[config.mk]
export PLATFORM = sky130hd
export DESIGN_NAME = fetch_stage
export DESIGN_NICKNAME = d
export VERILOG_FILES = /design/src/rtl/mips_pkg.sv /design/src/rtl/pc_select.sv /design/src/rtl/fetch_stage.sv
export SDC_FILE = /design/constraint.sdc
export NUM_CORES = 1
export LEC_CHECK = 0
export BUFFER_PORTS_ARGS = -buffer_cell sky130_fd_sc_hd__buf_2
export CAP_MARGIN = 20
export CORE_ASPECT_RATIO = 0.9
export CORE_UTILIZATION = 43
export CTS_CLUSTER_SIZE = 30
export DETAILED_ROUTE_END_ITERATION = 8
export PLACE_DENSITY = 0.76
export RECOVER_POWER = 100
export SLEW_MARGIN = 15
export SYNTH_ARGS = -nofsm -noshare
export SYNTH_HDL_FRONTEND = slang
export SYNTH_SLANG_ARGS = --single-unit
export TNS_END_PERCENT = 5
[constraint.sdc]
create_clock -name clock -period 4.79 [get_ports clock]
set_input_delay 0.958 -clock clock [delete_from_list [all_inputs] [get_ports clock]]
set_output_delay 0.958 -clock clock [all_outputs]
set_load 0.03 [all_outputs]
[src/rtl/mips_pkg.sv]
// rtl/mips_pkg.sv - constants shared by fetch and decode
package mips_pkg;

    localparam logic [31:0] HALT_WORD = 32'hFFFF_FFFF;
    localparam logic [31:0] NOP_WORD  = 32'h0000_0000;

    localparam logic [5:0] OP_RTYPE = 6'h00;
    localparam logic [5:0] OP_J     = 6'h02;
    localparam logic [5:0] OP_JAL   = 6'h03;
    localparam logic [5:0] OP_BEQ   = 6'h04;
    localparam logic [5:0] OP_BNE   = 6'h05;
    localparam logic [5:0] OP_ADDI  = 6'h08;
    localparam logic [5:0] OP_LW    = 6'h23;
    localparam logic [5:0] OP_SW    = 6'h2B;
    localparam logic [5:0] FN_JR    = 6'h08;
    localparam logic [5:0] FN_ADD   = 6'h20;
    localparam logic [5:0] FN_SUB   = 6'h22;

    // What the IF/ID register does on the coming edge.
    typedef enum logic [1:0] {
        IFID_HOLD  = 2'd0,
        IFID_LOAD  = 2'd1,
        IFID_FLUSH = 2'd2
    } ifid_op_t;

endpackage

[src/rtl/pc_select.sv]
// rtl/pc_select.sv - next-PC, IF/ID action and halt decision for the fetch stage
module pc_select
    import mips_pkg::*;
#(
    parameter logic [31:0] HALT_WORD = mips_pkg::HALT_WORD
) (
    input  logic [31:0] pc,
    input  logic [31:0] if_id_pc_plus4,
    input  logic        if_id_valid,
    input  logic        halted,
    input  logic        stall,
    input  logic        branch_taken,
    input  logic [31:0] branch_target,
    input  logic        jump,
    input  logic        jr,
    input  logic [25:0] jump_index,
    input  logic [31:0] jr_target,
    input  logic [31:0] imem_data,
    output logic [31:0] pc_plus4,
    output logic [31:0] next_pc,
    output ifid_op_t    ifid_op,
    output logic        halted_next
);

    assign pc_plus4 = pc + 32'd4;

    always_comb begin
        next_pc     = pc;
        ifid_op     = IFID_HOLD;
        halted_next = halted;
        if (branch_taken) begin
            next_pc     = branch_target;
            ifid_op     = IFID_FLUSH;
            halted_next = 1'b0;
        end else if (jump && !stall && if_id_valid) begin
            next_pc     = jr ? jr_target : {if_id_pc_plus4[31:28], jump_index, 2'b00};
            ifid_op     = IFID_FLUSH;
            halted_next = 1'b0;
        end else if (stall) begin
            ifid_op = IFID_HOLD;
        end else if (halted) begin
            ifid_op = IFID_FLUSH;
        end else if (imem_data == HALT_WORD) begin
            // The halt word itself still goes to decode; only the PC freezes.
            ifid_op     = IFID_LOAD;
            halted_next = 1'b1;
        end else begin
            next_pc = pc_plus4;
            ifid_op = IFID_LOAD;
        end
    end

endmodule

[src/rtl/fetch_stage.sv]
// rtl/fetch_stage.sv - PC register, IF/ID pipeline register and halt flag
module fetch_stage
    import mips_pkg::*;
#(
    parameter logic [31:0] PC_RESET  = 32'h0000_0000,
    parameter int          IMEM_AW   = 8,
    parameter logic [31:0] HALT_WORD = mips_pkg::HALT_WORD
) (
    input  logic               clock,
    input  logic               reset,
    input  logic               stall,
    input  logic               branch_taken,
    input  logic [31:0]        branch_target,
    input  logic               jump,
    input  logic               jr,
    input  logic [25:0]        jump_index,
    input  logic [31:0]        jr_target,
    input  logic [31:0]        imem_data,
    output logic [IMEM_AW-1:0] imem_addr,
    output logic [31:0]        pc,
    output logic [31:0]        if_id_instr,
    output logic [31:0]        if_id_pc_plus4,
    output logic               if_id_valid,
    output logic               halted
);

    logic [31:0] pc_plus4;
    logic [31:0] next_pc;
    ifid_op_t    ifid_op;
    logic        halted_next;

    assign imem_addr = pc[IMEM_AW+1:2];

    pc_select #(
        .HALT_WORD(HALT_WORD)
    ) u_pc_select (
        .pc             (pc),
        .if_id_pc_plus4 (if_id_pc_plus4),
        .if_id_valid    (if_id_valid),
        .halted         (halted),
        .stall          (stall),
        .branch_taken   (branch_taken),
        .branch_target  (branch_target),
        .jump           (jump),
        .jr             (jr),
        .jump_index     (jump_index),
        .jr_target      (jr_target),
        .imem_data      (imem_data),
        .pc_plus4       (pc_plus4),
        .next_pc        (next_pc),
        .ifid_op        (ifid_op),
        .halted_next    (halted_next)
    );

    always_ff @(posedge clock or posedge reset) begin
        if (reset) begin
            pc             <= PC_RESET;
            if_id_instr    <= NOP_WORD;
            if_id_pc_plus4 <= 32'h0;
            if_id_valid    <= 1'b0;
            halted         <= 1'b0;
        end else begin
            pc     <= next_pc;
            halted <= halted_next;
            // A bubble keeps the old PC+4; decode ignores it while valid is low.
            unique case (ifid_op)
                IFID_LOAD: begin
                    if_id_instr    <= imem_data;
                    if_id_pc_plus4 <= pc_plus4;
                    if_id_valid    <= 1'b1;
                end
                IFID_FLUSH: begin
                    if_id_instr <= NOP_WORD;
                    if_id_valid <= 1'b0;
                end
                default: begin
                end
            endcase
        end
    end

endmodule

# Word level (Yosys, flattened, before mapping)
# Index checks and enable logic that the tools add are counted.
# Widths: inputs -> output; s select.
word_totals:
  regBits: 98
  latch_bits: 0
  mem_bits_rw: 0
  mem_bits_ro: 0
  in_bits: 128
  output_inout_bits: 106
  elab_cells: 34
  memories: 0
op_classes:
  addsub: 1
  multipliers: 0
  div: 0
  magnitude_cmp: 0
  eq_ne: 6
  shift: 0
  mux: 17
  bitwise_logic: 0
  n_reduce_logical: 5
op_table:
  columns: ["op", "n"]
  rows:
  - ["$mux 32", 6]
  - ["$pmux 32 s2", 1]
  - ["$add 32x3->32 const B", 1]
  - ["$eq 32x32->1 const B", 1]
  - ["$mux 2", 4]
  - ["$ne 3x2->1 const B", 2]
  - ["$mux 1", 5]
  - ["$ne 3x1->1 const B", 1]
  - ["$reduce_and 3->1", 1]
  - ["$eq 2x1->1 const B", 1]
  - ["$eq 2x2->1 const B", 1]
  - ["$logic_and 1x1->1", 2]
  - ["$pmux 1 s2", 1]
  - ["$reduce_bool 2->1", 1]
  - ["$logic_not 1->1", 1]

# Longest topological paths before layout
# Gate-level depths: netlist (run 1).
depth:
  depth_word: 7
  ltp_mapped: 11
  mapped_depth_nobuf: 7

# By module
# A second synthesis (run 1) with hierarchy kept.
hier_totals:
  cells_unflattened: 582
  hier_area_um2: 5978.2
by_module_without_submodules:
  columns: ["module", "instances", "cells_per_inst", "area_per_inst_um2", "seq_area_each_um2"]
  rows:
  - ["fetch_stage", 1, 192, 3480.8, 2452.4]
  - ["pc_select", 1, 390, 2497.4, 0.0]

# Worst setup path after synthesis (run 1)
# Ideal clock, no wire load.
synth_timing:
  path_kind: "in2reg"
  start: "input stall"
  end: "register if_id_pc_plus4[2]"
  setup_time_ps: 138
  arrival_time_ps: 3124
  required_time_ps: 4652
  slack_ps: 1528
  path_stages: 11
  n_path_buf: 5
  path_cell_list: "and3b_1 > clkbuf_1 > nor2_1 > clkbuf_1 > o21ai_0 > inv_1 > ha_1 > clkbuf_1 > clkbuf_1 > buf_1 > a21oi_1"
synth_between:
  elab_chain_len: 6
  elab_cells_between_ends: 7
  cone_classes: "1 x eq/ne; 3 x mux; 3 x reduce/logical"
synth_rtl:
  columns: ["item", "line_no", "source"]
  rows:
  - ["from (decl)", "fetch_stage.sv:11", "input logic stall,"]
  - ["$logic_not 1->1", "pc_select.sv:35", "end else if (jump && !stall && if_id_valid) begin"]
  - ["$logic_and 1x1->1 (2 in a row)", "pc_select.sv:35", null]
  - ["$mux 2 (*)", "pc_select.sv:35", null]
  - ["$mux 2 (*)", "pc_select.sv:31", "if (branch_taken) begin"]
  - ["$eq 2x1->1 (*)", "fetch_stage.sv:66", "unique case (ifid_op)"]
  - ["to (signal assigned)", "fetch_stage.sv:69", "if_id_pc_plus4 <= pc_plus4;"]
  - ["to (decl)", "fetch_stage.sv:22", "output logic [31:0] if_id_pc_plus4,"]
# Mark *: on every way between the ends. The rest lies on a longest branch, timed or not.
# A chain may end at the register's enable or synchronous reset.

# Worst setup path after layout (run 1)
layout_timing:
  start: "input branch_taken"
  end: "register if_id_instr[28]"
layout_between:
  elab_chain_len: 3
  elab_cells_between_ends: 5
  cone_classes: "2 x eq/ne; 2 x mux; 1 x reduce/logical"
layout_rtl:
  columns: ["item", "line_no", "source"]
  rows:
  - ["from (decl)", "fetch_stage.sv:12", "input logic branch_taken,"]
  - ["$mux 2 (*)", "pc_select.sv:31", null]
  - ["$eq 2x2->1 / $eq 2x1->1 (equally long branches)", "fetch_stage.sv:66", null]
  - ["$pmux 32 s2 / $reduce_bool 2->1 (equally long branches)", null, null]
  - ["to (signal assigned)", "fetch_stage.sv:68", "if_id_instr <= imem_data;"]
  - ["to (decl)", "fetch_stage.sv:21", "output logic [31:0] if_id_instr,"]
# Marked as above.

==> metrics.cfg, run 1 <==
[worst_setup_path]
cp-endpoint = if_id_instr[28]
cp_top_family = simple AND/OR/NAND/NOR gates
r2r-start = if_id_valid
path_class = input pin to flop
reg2reg_depth = 8
cp.required_ns = 5.03
cp-end-kind = flop
slowest_delay_ns = 1.11
cp.buffers_inverters = 3
crit_chain = buf_2 > nor2_1 > o21ai_0 > inv_1 > ha_2 > nor2_2 > buf_4 > a22o_1
setup.worst_path.start = branch_taken
path_max_fanout = 41
cp-start-kind = input pin
r2r_end = if_id_instr[28]
rrSetupSlack_ns = 1.44
cpMaxStageDelayCell = nor2_1
crit_cells = 8
cp.arrival_ns = 4.02

[yosys]
synth-main-ff-cell = dfrtp_1
ys_ff_latch = 98
syn_inst = 561
yosysUniqueCellTypes = 54
syn_nets = 692
netlist_area_sq_um = 5390
yosysSeqAreaShare_pct = 45.5
synth.avg_cell_area_sq_um = 9.60
yosysWarningCount = 0
synth-edff-count = 0
async_flop_share_pct = 100

[cells_and_area]
utilization_pct = 55.7
regArea_sq_um = 2450
layout.cells.most_common = buf_2
antennaDiodeCount = 0
nNetsFinal = 890
syn_to_final_growth_pct = 25.3
final_cell_area_sq_um = 6750
multiInputGateArea_sq_um = 2640
fin_cells = 924
final_cell_mix = buf_2, clkbuf_1, dfrtp_1, a21oi_1, nor2_1
layout-drive-gt1-share_pct = 22.3
fill_cells = 1152

[die]
die-area_sq_um = 13000
core_sq_um = 12100
die_y_um = 108
start_util_pct = 44.4
die_w_um = 120
rows = 38
io_pins = 234

[place]
gp_congestion = 0.866
placed_area_sq_um = 6580
post-place-ws_ns = 1.05
dp_cells = 907
dpl.hpwl_um = 12000
portBuffers = 233

[power]
combPwrFrac_pct = 37.1
p_leak_nw = 2.94
p_sw_mw = 1.36
p_seq_share_pct = 39.6
peakVddDrop_mv = 0.197
powerDensity_nw_per_um2 = 457
p_clk_share_pct = 23.3
p_total_mw = 3.08
p_int_mw = 1.72
switching_share_pct = 44.3

[sta]
setup_ws_ns = 1.00
period_share_pct = 79.1
tightest_slew_ns = 2.59
slew-limit-headroom_pct = -73.7
slew_violations = 101
tns_ns = 0
clock.fmax_mhz = 264
hold_ws_ns = 0.513
setup_viol = 0
clock_skew_ns = 0.00774
hold_viol_final = 0
fin_crit_ns = 3.79
rsz0062_at_grt = no

[detailed_routing]
antenna_left = 0
post-route-drc-count = 0
drtPass1Iterations = 5
wl_met3_um = 1200
first_iter_violations = 416
wl_met1_um = 7100
wl_met2_um = 8130
vias = 5358
wl_per_cell_um = 18.2
highest_layer = met4
post_drt_via_cell_ratio = 5.80
totalWireLength_um = 16800

[clock_network]
cts_setup_buffers = 0
numCtsBuffers = 9
clock-sinks = 98
insertion_delay_ns = 0.35
ctsHoldBuffers = 0
clockBufferDepth = 2
root_buffer = clkbuf_16
clk_pin_slew_ns = 0.07
cts_htree_levels = 3
cts_resized = 0
cts_tree = yes

[global_route]
grt_pass1_wl_um = 26400
grt_overflow = 0
grt_pass1_vias = 5123
grt_max_degree = 60
antenna_found_initial = 0
track_usage_pct = 25.9

[flow_run]
maxCapViolations = 2

[hold_path]
hold_class = flop to flop

[status]
violations = max-capacitance violations, max-slew violations
status = finished, violations left

==> layer usage <==
metal,vias up,track usage [%]
li1,2469,-
met1,2594,32.8
met2,252,43.1
met3,43,5.49
met4,0,10.6
met5,-,0
==> final cells by class <==
cell class                      count  area share, %
Inverter                           17          0.964
Clock inverter                      7           1.08
Tap cell                          160           2.97
Clock buffer                        9           3.34
Sequential cell                    98           36.3
Multi-Input combinational cell    391           39.1
Timing Repair Buffer              242           16.2
==> worst min-delay path by stage <==
stage | from | end | slack, ns | cells past startpoint
finish | if_id_instr[27] | if_id_instr[27] | 0.51 | 1
detailed placement | if_id_instr[23] | if_id_instr[23] | 0.49 | 1
floorplan | pc[0] | if_id_pc_plus4[0] | 0.50 | 1
global route | if_id_instr[23] | if_id_instr[23] | 0.53 | 1
global placement | if_id_pc_plus4[0] | if_id_pc_plus4[0] | 0.49 | 1
CTS | if_id_pc_plus4[3] | if_id_pc_plus4[3] | 0.51 | 1
==> worst register-to-register path, stage by stage (launching register included) <==
cell	delay, ns
dfrtp_1	0.42
and3b_1	0.21
nor2_1	0.99
o21ai_0	0.32
inv_1	0.14
ha_2	0.57
nor2_2	0.09
buf_4	0.26
a22o_1	0.25
==> cell families after synthesis <==
kind of cell,Yosys count,synth area share [%]
AOI/OAI and AO/OA,180,22.6
and+or+nand+nor,152,15.4
DFF,98,45.5
buffers and inverters,72,5.85
xor gates and xnor gates,28,4.55
muxes,28,5.37
adders and majority gates,3,0.697
==> power by group through the flow <==
stage	logic, mW	clock network, mW	registers (mW)
3_3_place_gp	1.18	0	1.22
5_1_grt	1.23	0.767	1.25
3_5_place_dp	1.21	0	1.22
4_1_cts	1.21	0.725	1.21
2_1_floorplan	0.452	0	1.57
6_report	1.14	0.718	1.22
==> synth_stat cells (7+ instances only) <==
master / n / area share (%)
a21oi_1: 50 / 4.6
nor2b_1: 8 / 0.93
a22o_1: 32 / 5.2
o21ai_0: 25 / 2.3
xor2_1: 9 / 1.5
nand4_1: 12 / 1.4
nor2_1: 41 / 2.9
a31oi_1: 12 / 1.4
dfrtp_1: 98 / 46
mux2_2: 7 / 1.5
buf_4: 10 / 1.4
and3_1: 8 / 0.93
xnor2_1: 19 / 3.1
a211oi_1: 12 / 1.7
mux2i_1: 21 / 3.9
clkbuf_1: 39 / 2.7
inv_1: 16 / 1.1
nor3_1: 13 / 1.2
o22ai_1: 11 / 1.3
nand3_1: 25 / 2.3
nand2_1: 18 / 1.3
==> sequential cells by signal (all words and copies together) (netlist names) <==
signal,flops
halted,1
if_id_instr,32
if_id_pc_plus4,32
if_id_valid,1
pc,32
(Power assumes the default switching activity.)
==> run 2: changes to the inputs <==
==> constraint.sdc (replaced) <==
create_clock -name clock -period 3.8 [get_ports clock]
set_input_delay 0.76 -clock clock [delete_from_list [all_inputs] [get_ports clock]]
set_output_delay 0.76 -clock clock [all_outputs]
set_load 0.03 [all_outputs]
==> run 2 against run 1 <==
  * Sequential power is 25% higher
  * Sequential share of layout area shrank 0.50 points
  * The run still ends with max-capacitance violations, max-slew violations left
  * Combinational power up 26%
  * Power rose by 33%
  * Critical path depth is the same
  * Via count decreased by 0.75%
  * Non-clock buffer count increased by 5
  * Hold slack lost 0.0029 ns
  * Routed wire length is 0.39% lower
  * Cell count increased by 0.54%
  * Die area is the same
==> metrics.cfg, run 2 (synthesized netlist as in run 1, its figures left out) <==
[cells_and_area]
antennaDiodeCount = 0
fill_cells = 1130
layout.cells.most_common = buf_2
layout-drive-gt1-share_pct = 22.1
top_regs = if_id_instr (32), if_id_pc_plus4 (32), pc (32)
syn_to_final_growth_pct = 27.0
nNetsFinal = 895
final_cell_mix = buf_2, clkbuf_1, dfrtp_1, a21oi_1, nor2_1

[global_route]
grt_pass1_vias = 5053
antenna_found_initial = 0
grt_max_degree = 84
grt_overflow = 0
grt_pass1_wl_um = 25900
track_usage_pct = 25.5

[clock_network]
clk_pin_slew_ns = 0.07
cts_tree = yes
insertion_delay_ns = 0.34
cts_resized = 0
clock-sinks = 98
cts_htree_levels = 3
clockBufferDepth = 2
numCtsBuffers = 9
cts_setup_buffers = 0
ctsHoldBuffers = 0
root_buffer = clkbuf_16

[detailed_routing]
wl_met3_um = 1190
wl_met2_um = 8130
first_iter_violations = 454
post-route-drc-count = 0
antenna_left = 0
totalWireLength_um = 16800
highest_layer = met4
post_drt_via_cell_ratio = 5.72
wl_met1_um = 7020
drtPass1Iterations = 5
vias = 5318
wl_per_cell_um = 18.1

[sta]
setup_viol = 0
slew-limit-headroom_pct = -14.7
hold_viol_final = 0
setup_ws_ns = 0.951
tns_ns = 0
slew_violations = 13
period_share_pct = 75.0
clock_skew_ns = 0.00543
hold_ws_ns = 0.510
tightest_slew_ns = 1.71
clock.fmax_mhz = 351
fin_crit_ns = 2.85
rsz0062_at_grt = no

[power]
peakVddDrop_mv = 0.247
p_leak_nw = 3.00
powerDensity_nw_per_um2 = 600

[status]
status = finished, violations left
violations = max-capacitance violations, max-slew violations

[worst_setup_path]
crit_chain = clkbuf_1 > and3b_1 > nor2_1 > o21ai_0 > inv_1 > ha_1 > clkbuf_1 > a22o_1
cp.arrival_ns = 3.12
cpMaxStageDelayCell = clkbuf_1
path_max_fanout = 33
cp_top_family = buffers and inverters
path_class = input pin to flop
slowest_delay_ns = 1.04
cpMostUsedCell = clkbuf_1
cp.required_ns = 4.08
cp-end-kind = flop
cp-start-kind = input pin
cp.buffers_inverters = 3

[place]
gp_congestion = 0.859
portBuffers = 233
dpl.hpwl_um = 12000
post-place-ws_ns = 0.939

[die]
die_y_um = 108
rows = 38
die-area_sq_um = 13000
core_sq_um = 12100
start_util_pct = 44.4
io_pins = 234
die_w_um = 120

[flow_run]
maxCapViolations = 1

[hold_path]
hold_class = flop to flop

run 2: final cells by class:
class                      instances  area, sq um  share of cell area [%]
clock buffer                      10          239                    3.49
multi-input combinational        391         2620                    38.2
inverter                          17         65.1                   0.951
clock inverter                     6          136                    1.99
timing repair buffer             247         1130                    16.6
sequential                        98         2450                    35.8
tap                              160          200                    2.93
run 2: power by group:
| group | switching, mW | internal [mW] | leakage, nW |
|---|---|---|---|
| logic | 1.03 | 0.411 | 1.67 |
| registers | 0.236 | 1.29 | 1.15 |
| clock network | 0.405 | 0.730 | 0.179 |
run 2: through the flow:
| step | power (mW) | instance area [sq um] | utilization, % | cells |
|---|---|---|---|---|
| finish | 4.10 | 6840 | 56.4 | 929 |
| global route | 4.30 | 6840 | 56.4 | 929 |
| CTS | 4.19 | 6980 | 57.6 | 926 |
| detailed placement | 3.05 | 6610 | 54.5 | 910 |
| global placement | 3.02 | 6610 | 54.5 | 910 |
| floorplan | 2.55 | 5390 | - | 561 |
run 2: final timing paths:
check | startpoint | endpoint | slack (ns) | depth (start not counted)
max | stall | if_id_instr[8] | 0.95 | 8
min | if_id_instr[2] | if_id_instr[2] | 0.51 | 1
max reg2reg | pc[2] | pc[26] | 1.14 | 6
min reg2reg | if_id_instr[2] | if_id_instr[2] | 0.51 | 1
max in group asynchronous | reset | if_id_pc_plus4[26] | 1.24 | 3
min in group asynchronous | reset | if_id_pc_plus4[6] | 0.64 | 2
run 2: per-layer routing:
| layer | track usage [%] | vias to the layer above |
|---|---|---|
| met1 | 32.4 | 2554 |
| met3 | 5.70 | 39 |
| li1 | - | 2478 |
| met2 | 42.5 | 247 |
| met5 | 0 | - |
| met4 | 9.55 | 0 |
